--- config.mk ---
export PLATFORM = sky130hd
export DESIGN_NAME = nvdla_done_intr_gen
export DESIGN_NICKNAME = d
export VERILOG_FILES = /design/src/rtl/nvdla_done_intr_gen_pkg.sv /design/src/rtl/nvdla_done_pend_fifo.sv /design/src/rtl/nvdla_done_intr_gen.sv
export SDC_FILE = /design/constraint.sdc
export NUM_CORES = 1
export LEC_CHECK = 0
export ABC_AREA = 0
export CAP_MARGIN = 20
export CORE_UTILIZATION = 45
export CTS_CLUSTER_DIAMETER = 100
export DETAILED_ROUTE_END_ITERATION = 7
export HOLD_SLACK_MARGIN = 0.02
export PLACE_DENSITY = 0.65
export SYNTH_ARGS = -nofsm -noshare
export SYNTH_HDL_FRONTEND = slang
export SYNTH_SLANG_ARGS = --single-unit
--- constraint.sdc ---
create_clock -name nvdla_core_clk -period 8.1 [get_ports nvdla_core_clk]
set_clock_uncertainty 0.2 [all_clocks]
set_input_delay 0.81 -clock nvdla_core_clk [delete_from_list [all_inputs] [get_ports nvdla_core_clk]]
set_output_delay 0.81 -clock nvdla_core_clk [all_outputs]
set_load 0.02 [all_outputs]
--- src/rtl/nvdla_done_intr_gen_pkg.sv ---
// Shared types and constants for the layer-done interrupt generator.
// Holds the default outstanding-write counter width, the pending-entry layout,
// the pending FIFO depth and the register-group encoding.
package nvdla_done_intr_gen_pkg;

    localparam int OS_CNT_W_DEF = 8;
    localparam int PEND_DEPTH   = 2;

    typedef enum logic {
        GRP0 = 1'b0,
        GRP1 = 1'b1
    } grp_e;

    // Default-width view of one pending entry: group plus writes still in flight.
    typedef struct packed {
        grp_e                    grp;
        logic [OS_CNT_W_DEF-1:0] rem_cnt;
    } pend_ent_t;

endpackage

--- src/rtl/nvdla_done_pend_fifo.sv ---
// Two-entry in-order FIFO of ended layers awaiting write drain.
// Latency: push/pop/decrement take effect at the next clock; head/second counts are registered.
// Backpressure: none internally; the caller must not push when full unless it pops in the same cycle.
// Ports: clk_i/rst_n_i, push_i/push_grp_i/push_cnt_i, pop_i, dec_head_i/dec_sec_i,
//        head_vld_o/head_grp_o/head_cnt_o, sec_vld_o/sec_cnt_o, occ_o.
module nvdla_done_pend_fifo
    import nvdla_done_intr_gen_pkg::*;
#(
    parameter int W = OS_CNT_W_DEF
) (
    input  logic         clk_i,
    input  logic         rst_n_i,
    input  logic         push_i,
    input  grp_e         push_grp_i,
    input  logic [W-1:0] push_cnt_i,
    input  logic         pop_i,
    input  logic         dec_head_i,
    input  logic         dec_sec_i,
    output logic         head_vld_o,
    output grp_e         head_grp_o,
    output logic [W-1:0] head_cnt_o,
    output logic         sec_vld_o,
    output logic [W-1:0] sec_cnt_o,
    output logic [1:0]   occ_o
);

    typedef struct packed {
        grp_e         grp;
        logic [W-1:0] rem_cnt;
    } ent_t;

    ent_t ent0_q, ent0_d, ent1_q, ent1_d, push_ent;
    logic vld0_q, vld0_d, vld1_q, vld1_d;

    assign push_ent = '{grp: push_grp_i, rem_cnt: push_cnt_i};

    // Entries are kept compacted: entry1 valid implies entry0 valid.
    // Decrements apply before the shift so a response owned by entry1
    // is not lost when the head pops in the same cycle.
    always_comb begin
        ent0_d = ent0_q;
        ent1_d = ent1_q;
        vld0_d = vld0_q;
        vld1_d = vld1_q;
        if (dec_head_i) ent0_d.rem_cnt = ent0_q.rem_cnt - W'(1);
        if (dec_sec_i)  ent1_d.rem_cnt = ent1_q.rem_cnt - W'(1);
        if (pop_i) begin
            ent0_d = ent1_d;
            vld0_d = vld1_q;
            vld1_d = 1'b0;
        end
        if (push_i) begin
            if (!vld0_d) begin
                ent0_d = push_ent;
                vld0_d = 1'b1;
            end else begin
                ent1_d = push_ent;
                vld1_d = 1'b1;
            end
        end
    end

    always_ff @(posedge clk_i or negedge rst_n_i) begin
        if (!rst_n_i) begin
            ent0_q <= '0;
            ent1_q <= '0;
            vld0_q <= 1'b0;
            vld1_q <= 1'b0;
        end else begin
            ent0_q <= ent0_d;
            ent1_q <= ent1_d;
            vld0_q <= vld0_d;
            vld1_q <= vld1_d;
        end
    end

    assign head_vld_o = vld0_q;
    assign head_grp_o = ent0_q.grp;
    assign head_cnt_o = ent0_q.rem_cnt;
    assign sec_vld_o  = vld1_q;
    assign sec_cnt_o  = ent1_q.rem_cnt;
    assign occ_o      = {vld0_q & vld1_q, vld0_q ^ vld1_q};

endmodule

--- src/rtl/nvdla_done_intr_gen.sv ---
// Layer-done interrupt source: pulses done_intr_pd[grp] once every write of an ended layer has a response.
// Latency: draining response at cycle N -> pulse at N+1; zero-outstanding layer end at N -> pulse at N+2.
// Backpressure: none; overflow/underflow/saturation set sticky intr_err. Optional NVDLA_DONE_INTR_DBG_CNT_EN adds done_cnt0/1.
module nvdla_done_intr_gen
    import nvdla_done_intr_gen_pkg::*;
#(
    parameter int OS_CNT_W = OS_CNT_W_DEF
) (
    input  logic        nvdla_core_clk,
    input  logic        nvdla_core_rstn,
    input  logic        layer_end_vld,
    input  logic        layer_end_grp,
    input  logic        dma_wr_accept,
    input  logic        dma_wr_rsp,
    input  logic        err_clr,
    output logic [1:0]  done_intr_pd,
    output logic [1:0]  pending_cnt,
    output logic        intr_err
`ifdef NVDLA_DONE_INTR_DBG_CNT_EN
    ,
    output logic [15:0] done_cnt0,
    output logic [15:0] done_cnt1
`endif
);

    logic [OS_CNT_W-1:0] cur_q, cur_d, cur_next;
    logic [1:0]          pulse_q, pulse_d;
    logic                err_q, err_d;

    logic                head_vld, sec_vld;
    grp_e                head_grp;
    logic [OS_CNT_W-1:0] head_cnt, sec_cnt;
    logic [1:0]          occ;

    logic rsp_head, rsp_sec, rsp_cur, underflow, sat, pop, push, overflow;

    // Responses belong to the oldest owner still waiting on writes.
    assign rsp_head  = dma_wr_rsp && head_vld && (head_cnt != '0);
    assign rsp_sec   = dma_wr_rsp && !rsp_head && sec_vld && (sec_cnt != '0);
    assign rsp_cur   = dma_wr_rsp && !rsp_head && !rsp_sec && (cur_q != '0);
    assign underflow = dma_wr_rsp && !rsp_head && !rsp_sec && !rsp_cur;

    assign sat      = dma_wr_accept && !rsp_cur && (cur_q == '1);
    assign cur_next = sat ? cur_q : cur_q + OS_CNT_W'(dma_wr_accept) - OS_CNT_W'(rsp_cur);

    assign pop      = head_vld && ((head_cnt == '0) || ((head_cnt == OS_CNT_W'(1)) && rsp_head));
    // A same-cycle pop frees a slot, so a full FIFO can still take the push.
    assign push     = layer_end_vld && (!sec_vld || pop);
    assign overflow = layer_end_vld && sec_vld && !pop;

    // The ending layer's snapshot already carries this cycle's accept, so the live counter restarts at zero.
    assign cur_d   = layer_end_vld ? '0 : cur_next;
    assign pulse_d = !pop ? 2'b00 : (head_grp == GRP1) ? 2'b10 : 2'b01;
    assign err_d   = (underflow || sat || overflow) ? 1'b1 : (err_clr ? 1'b0 : err_q);

    nvdla_done_pend_fifo #(.W(OS_CNT_W)) u_pend_fifo (
        .clk_i      (nvdla_core_clk),
        .rst_n_i    (nvdla_core_rstn),
        .push_i     (push),
        .push_grp_i (grp_e'(layer_end_grp)),
        .push_cnt_i (cur_next),
        .pop_i      (pop),
        .dec_head_i (rsp_head),
        .dec_sec_i  (rsp_sec),
        .head_vld_o (head_vld),
        .head_grp_o (head_grp),
        .head_cnt_o (head_cnt),
        .sec_vld_o  (sec_vld),
        .sec_cnt_o  (sec_cnt),
        .occ_o      (occ)
    );

    always_ff @(posedge nvdla_core_clk or negedge nvdla_core_rstn) begin
        if (!nvdla_core_rstn) begin
            cur_q   <= '0;
            pulse_q <= 2'b00;
            err_q   <= 1'b0;
        end else begin
            cur_q   <= cur_d;
            pulse_q <= pulse_d;
            err_q   <= err_d;
        end
    end

    assign done_intr_pd = pulse_q;
    assign pending_cnt  = occ;
    assign intr_err     = err_q;

`ifdef NVDLA_DONE_INTR_DBG_CNT_EN
    logic [15:0] dcnt0_q, dcnt0_d, dcnt1_q, dcnt1_d;

    // Counters advance on the same edge the pulse appears; clear has priority.
    always_comb begin
        dcnt0_d = dcnt0_q;
        dcnt1_d = dcnt1_q;
        if (err_clr) begin
            dcnt0_d = '0;
            dcnt1_d = '0;
        end else begin
            if (pulse_d[0] && (dcnt0_q != 16'hFFFF)) dcnt0_d = dcnt0_q + 16'd1;
            if (pulse_d[1] && (dcnt1_q != 16'hFFFF)) dcnt1_d = dcnt1_q + 16'd1;
        end
    end

    always_ff @(posedge nvdla_core_clk or negedge nvdla_core_rstn) begin
        if (!nvdla_core_rstn) begin
            dcnt0_q <= '0;
            dcnt1_q <= '0;
        end else begin
            dcnt0_q <= dcnt0_d;
            dcnt1_q <= dcnt1_d;
        end
    end

    assign done_cnt0 = dcnt0_q;
    assign done_cnt1 = dcnt1_q;
`else
    // Debug pulse counters are not built.
`endif

endmodule
==> impl_metrics.tcl, run 1 <==
set metrics [dict create \
    status "finished clean" \
    met2_usage 0.3063 \
    grt_usage 0.2084 \
    core.rowCount 25 \
    routed_via_density 5.468 \
    hold_viol 0 \
    dp.cells 306 \
    total_power_uw 917.3 \
    yosysUniqueCellTypes 56 \
    final_cells 314 \
    p_int_uw 530.1 \
    grt_pass1_vias 1657 \
    drt_iter0_drc 138 \
    hold_path_class "reg2reg" \
    yosysWarnings 0 \
    start_kind "primary input" \
    power_switching_uw 387.2 \
    post-route-worst-setup-slack_ns 4.000 \
    pwr-share-comb 0.516 \
    timing.fmax_mhz 243.9 \
    dpl.hpwl_um 3634 \
    design.portCount 12 \
    synth_adder_area_share 0.1165 \
    routed_wl_um 4752 \
    nets 273 \
    crit_arrival_ns 4.10 \
    core_area_mm2 0.004723 \
    critical_path_class "in2reg" \
    reg2reg_from "u_pend_fifo.sec_cnt_o[0]$_DFF_PN0_" \
    numCtsBuffers 5 \
    critPathMaxFanout 7 \
    drtPass1Iterations 4 \
    synth-simple-area-share 0.1816 \
    synthMuxAreaShare 0.06278 \
    synth_top_cells_by_count "31 x dfrtp_1, 24 x nor2_1, 20 x inv_1" \
    grtUsageMet1 0.3191 \
    cts_tree "built" \
    grt.overflow.total 0 \
    vias 1717 \
    synth-xor-area-share 0.06335 \
    crit_path_end_kind "flip-flop" \
    clkTransAtPathRegs_ns 0.07 \
    ys_seq_area_frac 0.3507 \
    grt_max_degree 32 \
    cts-hold-fix-buffers 0 \
    portBuffers 11 \
    p_leak_uw 0.001056 \
    final_area_mm2 0.002500 \
    htree_levels 2 \
    clockBufferDepth 2 \
    crit_start "dma_wr_rsp" \
    cp_data_required_time_ns 8.10 \
    die_h_um 72.11 \
    r2r_cells 14 \
    synth_top_area_share 0.3507 \
    placed_cell_area_mm2 0.002382 \
    synth_cells 233 \
    syn_avg_cell_area_um2 9.494 \
    antenna_cells 0 \
    synth.most_common_cell "dfrtp_1" \
    synth_nets 260 \
    p_seq_frac 0.312 \
    r2r-end "u_pend_fifo.head_cnt_o[6]$_DFF_PN0_" \
    finalCritPeriodShare 0.5062 \
    synth_ff_type "dfrtp_1" \
    max-slew-margin-rel 0.5146 \
    synthArstFlopShare 1.000 \
    post_drt_wl_per_cell_um 15.13 \
    initial_core_util 0.4683 \
    cts-resized-gates 0 \
    drc 0 \
    rsz0062_at_grt "false" \
    slew_violations 0 \
    switching_share 0.4221 \
    post_cts_buffers 0 \
    grt_pass1_wl_um 8280 \
    synth_compound_area_frac 0.1770 \
    busiest_layer "met1" \
    cts-root-buf "clkbuf_8" \
    synth_area_mm2 0.002212 \
    synth_largest_area_cell "dfrtp_1" \
    antenna_left 0 \
    final_layout_size_suffix_gt1_frac 0.08907 \
    cap_violations 0 \
    syn2layout_area_growth_pct 13.01 \
    synth_top_family_by_area "simple AND/OR/NAND/NOR gates" \
    gp_congestion 0.7829 \
    antenna_found_initial 0 \
    synth-edff-count 0 \
    tightest_slew_ns 0.7247 \
    dieArea_mm2 0.005200 \
    synthTopCellsByArea "dfrtp_1 35%, ha_1 11%, mux2i_1 4.1%" \
    die_w_um 72.11 \
    grt_use_met3 0.03333 \
    power-per-cell-area_mw_per_mm2 366.9 \
    clock_power_share 0.172 \
    ys_ff_latch 31 \
    ff2ff_setup_slack_ns 4.28 \
    finalSetupViolations 0 \
    cts.sinks 31 \
    pre_cts_slack_ns 3.707 \
    setup_tns_ns 0 \
    min_period_ns 4.101 \
    clkLatencyLatePin_ns 0.29 \
    crit_end "u_pend_fifo.head_cnt_o[6]$_DFF_PN0_" \
    ir_worst_vdd_mv 0.1506 \
]
-- placed cells by master (no fill, tap or decap), types with 2 or more instances in the layout --
| cell type | netlist | layout |
|---|---|---|
| dfrtp_1 | 31 | 31 |
| nor2_1 | 24 | 24 |
| inv_1 | 20 | 20 |
| ha_1 | 19 | 19 |
| nand2_1 | 15 | 15 |
| clkdlybuf4s50_1 | 0 | 11 |
| xnor2_1 | 9 | 9 |
| mux2i_1 | 9 | 9 |
| xor2_1 | 7 | 7 |
| a21oi_1 | 7 | 7 |
| o21ai_0 | 7 | 7 |
| clkbuf_8 | 0 | 6 |
| a31oi_1 | 5 | 5 |
| nand4_1 | 5 | 5 |
| nor3_1 | 5 | 5 |
| nand3_1 | 5 | 5 |
| a21o_1 | 4 | 4 |
| o211ai_1 | 4 | 4 |
| nor2b_1 | 3 | 3 |
| a2111oi_0 | 3 | 3 |
| mux2_2 | 3 | 3 |
| a21boi_0 | 3 | 3 |
| nor3b_1 | 2 | 2 |
| o21bai_1 | 2 | 2 |
| and4_1 | 2 | 2 |
| nand4b_1 | 2 | 2 |
| and2b_1 | 2 | 2 |
| a211oi_1 | 2 | 2 |
-- worst max-delay path, stage by stage --
cell and delay [ns]:
clkdlybuf4s50_1 0.50, nor2b_1 0.19, a41oi_1 0.30, nor3b_1 0.10
ha_1 0.30, inv_1 0.04, ha_1 0.21, fa_1 0.41
a21oi_1 0.15, o21bai_1 0.12, a2111oi_0 0.40, nor3_1 0.10
mux2_2 0.30, a21boi_0 0.16
-- how the worst min path moves through the flow --
stage / from / endpoint / slack, ns / cells past startpoint
floorplan: u_pend_fifo.head_grp_o$_DFF_PN0_ / done_intr_pd[0]$_DFF_PN0_ / 0.22 / 1
global placement: u_pend_fifo.head_grp_o$_DFF_PN0_ / done_intr_pd[0]$_DFF_PN0_ / 0.23 / 1
detailed placement: u_pend_fifo.head_grp_o$_DFF_PN0_ / done_intr_pd[0]$_DFF_PN0_ / 0.23 / 1
CTS: u_pend_fifo.head_grp_o$_DFF_PN0_ / done_intr_pd[0]$_DFF_PN0_ / 0.24 / 1
global route: u_pend_fifo.head_grp_o$_DFF_PN0_ / done_intr_pd[0]$_DFF_PN0_ / 0.27 / 1
finish: u_pend_fifo.head_grp_o$_DFF_PN0_ / done_intr_pd[0]$_DFF_PN0_ / 0.24 / 1
-- power groups by stage --
stage	Combinational (µW)	Sequential (µW)	Clock, µW
6_report	473	286	158
5_1_grt	535	296	168
4_1_cts	474	285	161
2_1_floorplan	367	272	0
3_5_place_dp	471	288	0
3_3_place_gp	468	287	0
-- registers in the layout (all words and copies together), names as in the netlist --
signal,count
cur_q,8
u_pend_fifo.head_cnt_o,8
u_pend_fifo.sec_cnt_o,8
u_pend_fifo.sec_vld_o,1
u_pend_fifo.head_grp_o,1
u_pend_fifo.head_vld_o,1
done_intr_pd,2
intr_err,1
u_pend_fifo.ent1_q,1
-- layer usage --
layer / vias to the layer above / wire, µm
li1: 864 / -
met1: 815 / 2525
met2: 34 / 2053
met3: 4 / 130
met4: 0 / 42
met5: - / 0
-- metrics by stage --
step	utilization	hold WS, ns
after global routing	0.5293	0.2657
after floorplan	-	0.2170
after CTS	0.5293	0.2409
final	0.5293	0.2380
after global placement	0.5044	0.2260
after detailed placement	0.5044	0.2307
-- cell type report --
cell class	count	area [µm²]
clock buffers	6	82.58
clock inverters	2	35.03
fillers	428	2223
inverters	20	75.07
multi-input cells	176	1330
flip-flops and latches	31	775.7
well taps	67	83.83
repair buffers	12	117.6
-- cells by family (layout without fill, tap and decap cells) --
logic type               Yosys count  in the layout
buffers and inverters             26             40
multiplexers                      13             13
AO/OA/AOI/OAI                     53             53
adder cells (fa/ha/maj)           20             20
AND/OR/NAND/NOR                   74             74
XOR/XNOR                          16             16
flip-flops                        31             31
Power figures use the tool's default switching activity.
==> inputs of run 2 (changes only) <==
clock period = 4 ns   (was 8.1 ns; I/O delays follow)
==> impl_metrics.tcl, run 2 (synthesis gave the netlist of run 1 again) <==
set metrics [dict create \
    status "finished clean" \
    initial_core_util 0.4683 \
    final_area_mm2 0.002509 \
    start_kind "flip-flop" \
    post_cts_buffers 0 \
    setup_tns_ns 0 \
    routed_via_density 5.463 \
    min_period_ns 3.639 \
    p_leak_uw 0.001066 \
    max-slew-margin-rel 0.6005 \
    dpl.hpwl_um 3929 \
    drtPass1Iterations 4 \
    numCtsBuffers 5 \
    grt_pass1_vias 1668 \
    pre_cts_slack_ns 0.1434 \
    rsz0062_at_grt "false" \
    total_power_uw 1815 \
    grt.overflow.total 0 \
    antenna_left 0 \
    cts_tree "built" \
    drc 0 \
    power-per-cell-area_mw_per_mm2 723.3 \
    grt_pass1_wl_um 8314 \
    portBuffers 11 \
    drt_iter0_drc 132 \
    dieArea_mm2 0.005200 \
    cts.sinks 31 \
    timing.fmax_mhz 274.8 \
    die_h_um 72.11 \
    grt_usage 0.2119 \
    ir_worst_vdd_mv 0.2759 \
    cap_violations 0 \
    final_layout_size_suffix_gt1_frac 0.1028 \
    clkTransAtPathRegs_ns 0.06 \
    final_common_cell "dfrtp_1" \
    clockBufferDepth 2 \
    htree_levels 2 \
    cts-root-buf "clkbuf_8" \
    fill_cells 443 \
    cts-resized-gates 0 \
    placed_cell_area_mm2 0.002427 \
    post_drt_wl_per_cell_um 15.90 \
    crit_path_end_kind "flip-flop" \
    final_cell_mix "31 x dfrtp_1, 24 x nor2_1, 20 x inv_1, 19 x ha_1, 15 x nand2_1" \
    die_w_um 72.11 \
    cp_data_required_time_ns 4.00 \
    crit_start "u_pend_fifo.head_cnt_o[0]$_DFF_PN0_" \
    post-route-worst-setup-slack_ns 0.3612 \
    cpMostUsedCell "ha_1" \
    crit_chain "inv_1 > ha_1 > a41oi_1 > nor3b_1 > ha_1 > inv_1 > ha_1 > fa_1 > a21oi_1 > o21bai_1 > a2111oi_0 > nor3_1 > mux2_2 > a21boi_0" \
    grt_max_degree 32 \
    finalSetupViolations 0 \
    critPathMaxStageDelay_ns 0.41 \
    vias 1748 \
    tightest_slew_ns 0.5930 \
    core_area_mm2 0.004723 \
    routed_wl_um 5088 \
    antenna_found_initial 0 \
    hold_viol 0 \
    cts-hold-fix-buffers 0 \
    critPathMaxFanout 6 \
    gp_congestion 0.8561 \
    finalCritPeriodShare 0.9097 \
    crit_arrival_ns 3.64 \
    antenna_cells 0 \
    core.rowCount 25 \
    nets 279 \
    clkLatencyLatePin_ns 0.28 \
    worstHoldStart "u_pend_fifo.head_grp_o$_DFF_PN0_" \
    design.portCount 12 \
    hold_path_class "reg2reg" \
    cp_slowest_cell "fa_1" \
    reg2reg_from "u_pend_fifo.head_cnt_o[0]$_DFF_PN0_" \
    critical_path_class "reg2reg" \
    slew_violations 0 \
    syn2layout_area_growth_pct 13.41 \
    final_util 0.5311 \
]
run 2: changes by cell type in the layout (fill, tap and decap cells not counted), sizes merged:
cell	before	now
buf	1	7
bufinv	1	0
clkbuf	6	7
run 2: worst max-delay path, delay by kind of cell, from the launching register on:
kind                     cells  cell delay [ns]
adder cells (fa/ha/maj)      4             1.18
multiplexers                 1             0.30
buffers and inverters        2             0.13
AND/OR/NAND/NOR              2             0.20
AO/OA/AOI/OAI                5             1.16
flip-flops                   1             0.38
run 2: area by class of cell:
| cell class | count | area [µm²] | area share |
|---|---|---|---|
| Clock buffer | 7 | 76.32 | 0.03042 |
| Clock inverter | 1 | 5.005 | 0.001995 |
| Timing Repair Buffer | 18 | 162.7 | 0.06484 |
| Tap cell | 67 | 83.83 | 0.03342 |
| Inverter | 20 | 75.07 | 0.02993 |
| Multi-Input combinational cell | 176 | 1330 | 0.5302 |
| Sequential cell | 31 | 775.7 | 0.3092 |
run 2: power breakdown:
part,total [µW],internal (µW),switching [µW],leakage [µW]
Sequential,571,440,132,0.000374
Combinational,1010,455,554,0.000649
Clock,233,122,112,0.0000422
run 2: final timing paths:
check,end,slack [ns],cells after the start
min reg2reg,done_intr_pd[0]$_DFF_PN0_,0.23,1
max in group asynchronous,cur_q[4]$_DFF_PN0_,2.98,2
max reg2reg,u_pend_fifo.head_cnt_o[6]$_DFF_PN0_,0.36,14
min in group asynchronous,cur_q[1]$_DFF_PN0_,0.32,2
max,u_pend_fifo.head_cnt_o[6]$_DFF_PN0_,0.36,14
min,done_intr_pd[0]$_DFF_PN0_,0.23,1
run 2: metrics by stage:
stage	hold WS [ns]	cells
floorplan	-0.09559	233
global placement	0.2268	312
detailed placement	0.2257	312
CTS	0.2348	320
global route	0.2491	320
finish	0.2333	320
run 2: routing by layer:
metal / track usage / routed length [µm] / vias up
met5: 0 / 0 / -
met4: 0.06536 / 67 / 0
met3: 0.03472 / 206 / 5
met2: 0.3167 / 2216 / 41
met1: 0.3131 / 2597 / 821
li1: - / - / 881
==> inputs of run 3 (changes only) <==
CAP_MARGIN = unset   (was 20)
CORE_UTILIZATION = 60   (was 45)
PLACE_DENSITY = 0.82   (was 0.65)
==> impl_metrics.tcl, run 3 (synthesis gave the netlist of run 1 again) <==
set metrics [dict create \
    status "finished clean" \
    post_cts_buffers 0 \
    final_common_cell "dfrtp_1" \
    dieArea_mm2 0.003934 \
    numCtsBuffers 5 \
    antenna_left 0 \
    ir_worst_vdd_mv 0.3857 \
    initial_core_util 0.6427 \
    core.rowCount 21 \
    total_power_uw 1868 \
    timing.fmax_mhz 267.8 \
    cts-root-buf "clkbuf_8" \
    max-slew-margin-rel 0.5811 \
    pre_cts_slack_ns 0.06744 \
    design.portCount 12 \
    slew_violations 0 \
    grt.overflow.total 0 \
    critical_path_class "reg2reg" \
    clkTransAtPathRegs_ns 0.06 \
    antenna_found_initial 0 \
    htree_levels 2 \
    min_period_ns 3.734 \
    critPathMaxFanout 6 \
    portBuffers 11 \
    dpl.hpwl_um 3574 \
    post_drt_wl_per_cell_um 15.91 \
    die_h_um 62.72 \
    cp_data_required_time_ns 3.99 \
    routed_wl_um 4757 \
    post-route-worst-setup-slack_ns 0.2656 \
    grt_pass1_vias 1770 \
    cts.sinks 31 \
    syn2layout_area_growth_pct 13.46 \
    grt_pass1_wl_um 8093 \
    dp.cells 291 \
    cts_tree "built" \
    gp_congestion 0.8397 \
    crit_path_end_kind "flip-flop" \
    vias 1827 \
    p_leak_uw 0.001075 \
    grt_usage 0.2740 \
    hold_path_class "reg2reg" \
    routed_via_density 6.110 \
    antenna_cells 0 \
    hold_viol 0 \
    finalCritPeriodShare 0.9336 \
    final_cell_mix "31 x dfrtp_1, 24 x nor2_1, 20 x inv_1, 19 x ha_1, 15 x nand2_1" \
    clkLatencyLatePin_ns 0.28 \
    finalSetupViolations 0 \
    fill_cells 269 \
    tightest_slew_ns 0.6284 \
    core_area_mm2 0.003442 \
    drt_iter0_drc 145 \
    seq_area_um2 775.7 \
    nets 279 \
    start_kind "flip-flop" \
    drtPass1Iterations 4 \
    die_w_um 62.72 \
    final_cells 299 \
    final_layout_size_suffix_gt1_frac 0.1107 \
    power-per-cell-area_mw_per_mm2 744.3 \
    cap_violations 0 \
    crit_arrival_ns 3.73 \
    grt_max_degree 32 \
    drc 0 \
    clockBufferDepth 2 \
    multi_input_comb_area_mm2 0.001339 \
]
[run 3: cell types whose count changed in the layout (fill, tap and decap cells not counted), sizes merged]
cell / change
clkbuf: +1
clkinv: -1
[run 3: final cells by class]
type	instances	share of cell area
clock buffers	8	0.03988
inverters	20	0.02991
multi-input cells	176	0.5334
flip-flops and latches	31	0.3091
well taps	46	0.02293
repair buffers	18	0.06481
[run 3: worst max-delay path, cell delays in order, from the launching register on]
cell       delay (ns)
dfrtp_1          0.48
nor4_4           0.33
a41oi_2          0.21
nor3b_1          0.29
ha_1             0.17
inv_1            0.04
ha_1             0.21
fa_1             0.41
a21oi_1          0.15
o21bai_1         0.13
a2111oi_1        0.45
nor3_1           0.12
mux2_2           0.30
a21boi_0         0.17
[run 3: worst paths after layout]
check,start,end,slack (ns),cells after the start
hold / removal,u_pend_fifo.head_grp_o$_DFF_PN0_,done_intr_pd[0]$_DFF_PN0_,0.26,1
setup / recovery,u_pend_fifo.head_cnt_o[2]$_DFF_PN0_,u_pend_fifo.head_cnt_o[6]$_DFF_PN0_,0.27,13
setup reg to reg,u_pend_fifo.head_cnt_o[2]$_DFF_PN0_,u_pend_fifo.head_cnt_o[6]$_DFF_PN0_,0.27,13
min in group asynchronous,nvdla_core_rstn,cur_q[0]$_DFF_PN0_,0.31,2
max in group asynchronous,nvdla_core_rstn,u_pend_fifo.head_cnt_o[6]$_DFF_PN0_,2.99,2
hold reg to reg,u_pend_fifo.head_grp_o$_DFF_PN0_,done_intr_pd[0]$_DFF_PN0_,0.26,1
[run 3: where the power goes]
part | internal (µW) | total [µW] | switching [µW] | leakage [µW]
Sequential | 440 | 581 | 141 | 0.000374
Combinational | 470 | 1020 | 547 | 0.000649
Clock | 157 | 270 | 113 | 0.0000515
[run 3: through the flow]
stage / setup TNS (ns) / util / hold WS, ns / instance area, µm²
final: 0 / 0.7292 / 0.2551 / 2510
after global routing: -0.009835 / 0.7292 / 0.3068 / 2510
after CTS: 0 / 0.7266 / 0.2643 / 2501
after detailed placement: 0 / 0.6976 / 0.2547 / 2401
after global placement: 0 / 0.6976 / 0.2361 / 2401
after floorplan: 0 / - / -0.09559 / 2212
[run 3: timing repair]
action                     in CTS  in global routing
setup endpoints to repair       0                  3
resized for setup               0                  2
hold buffers                    0                  0
[run 3: layer usage]
metal,GRT usage,part of all wire,up-vias
li1,-,-,880
met1,0.3549,0.46,896
met2,0.4389,0.47,45
met3,0.07117,0.059,6
met4,0.1017,0.013,0
met5,0,0,-
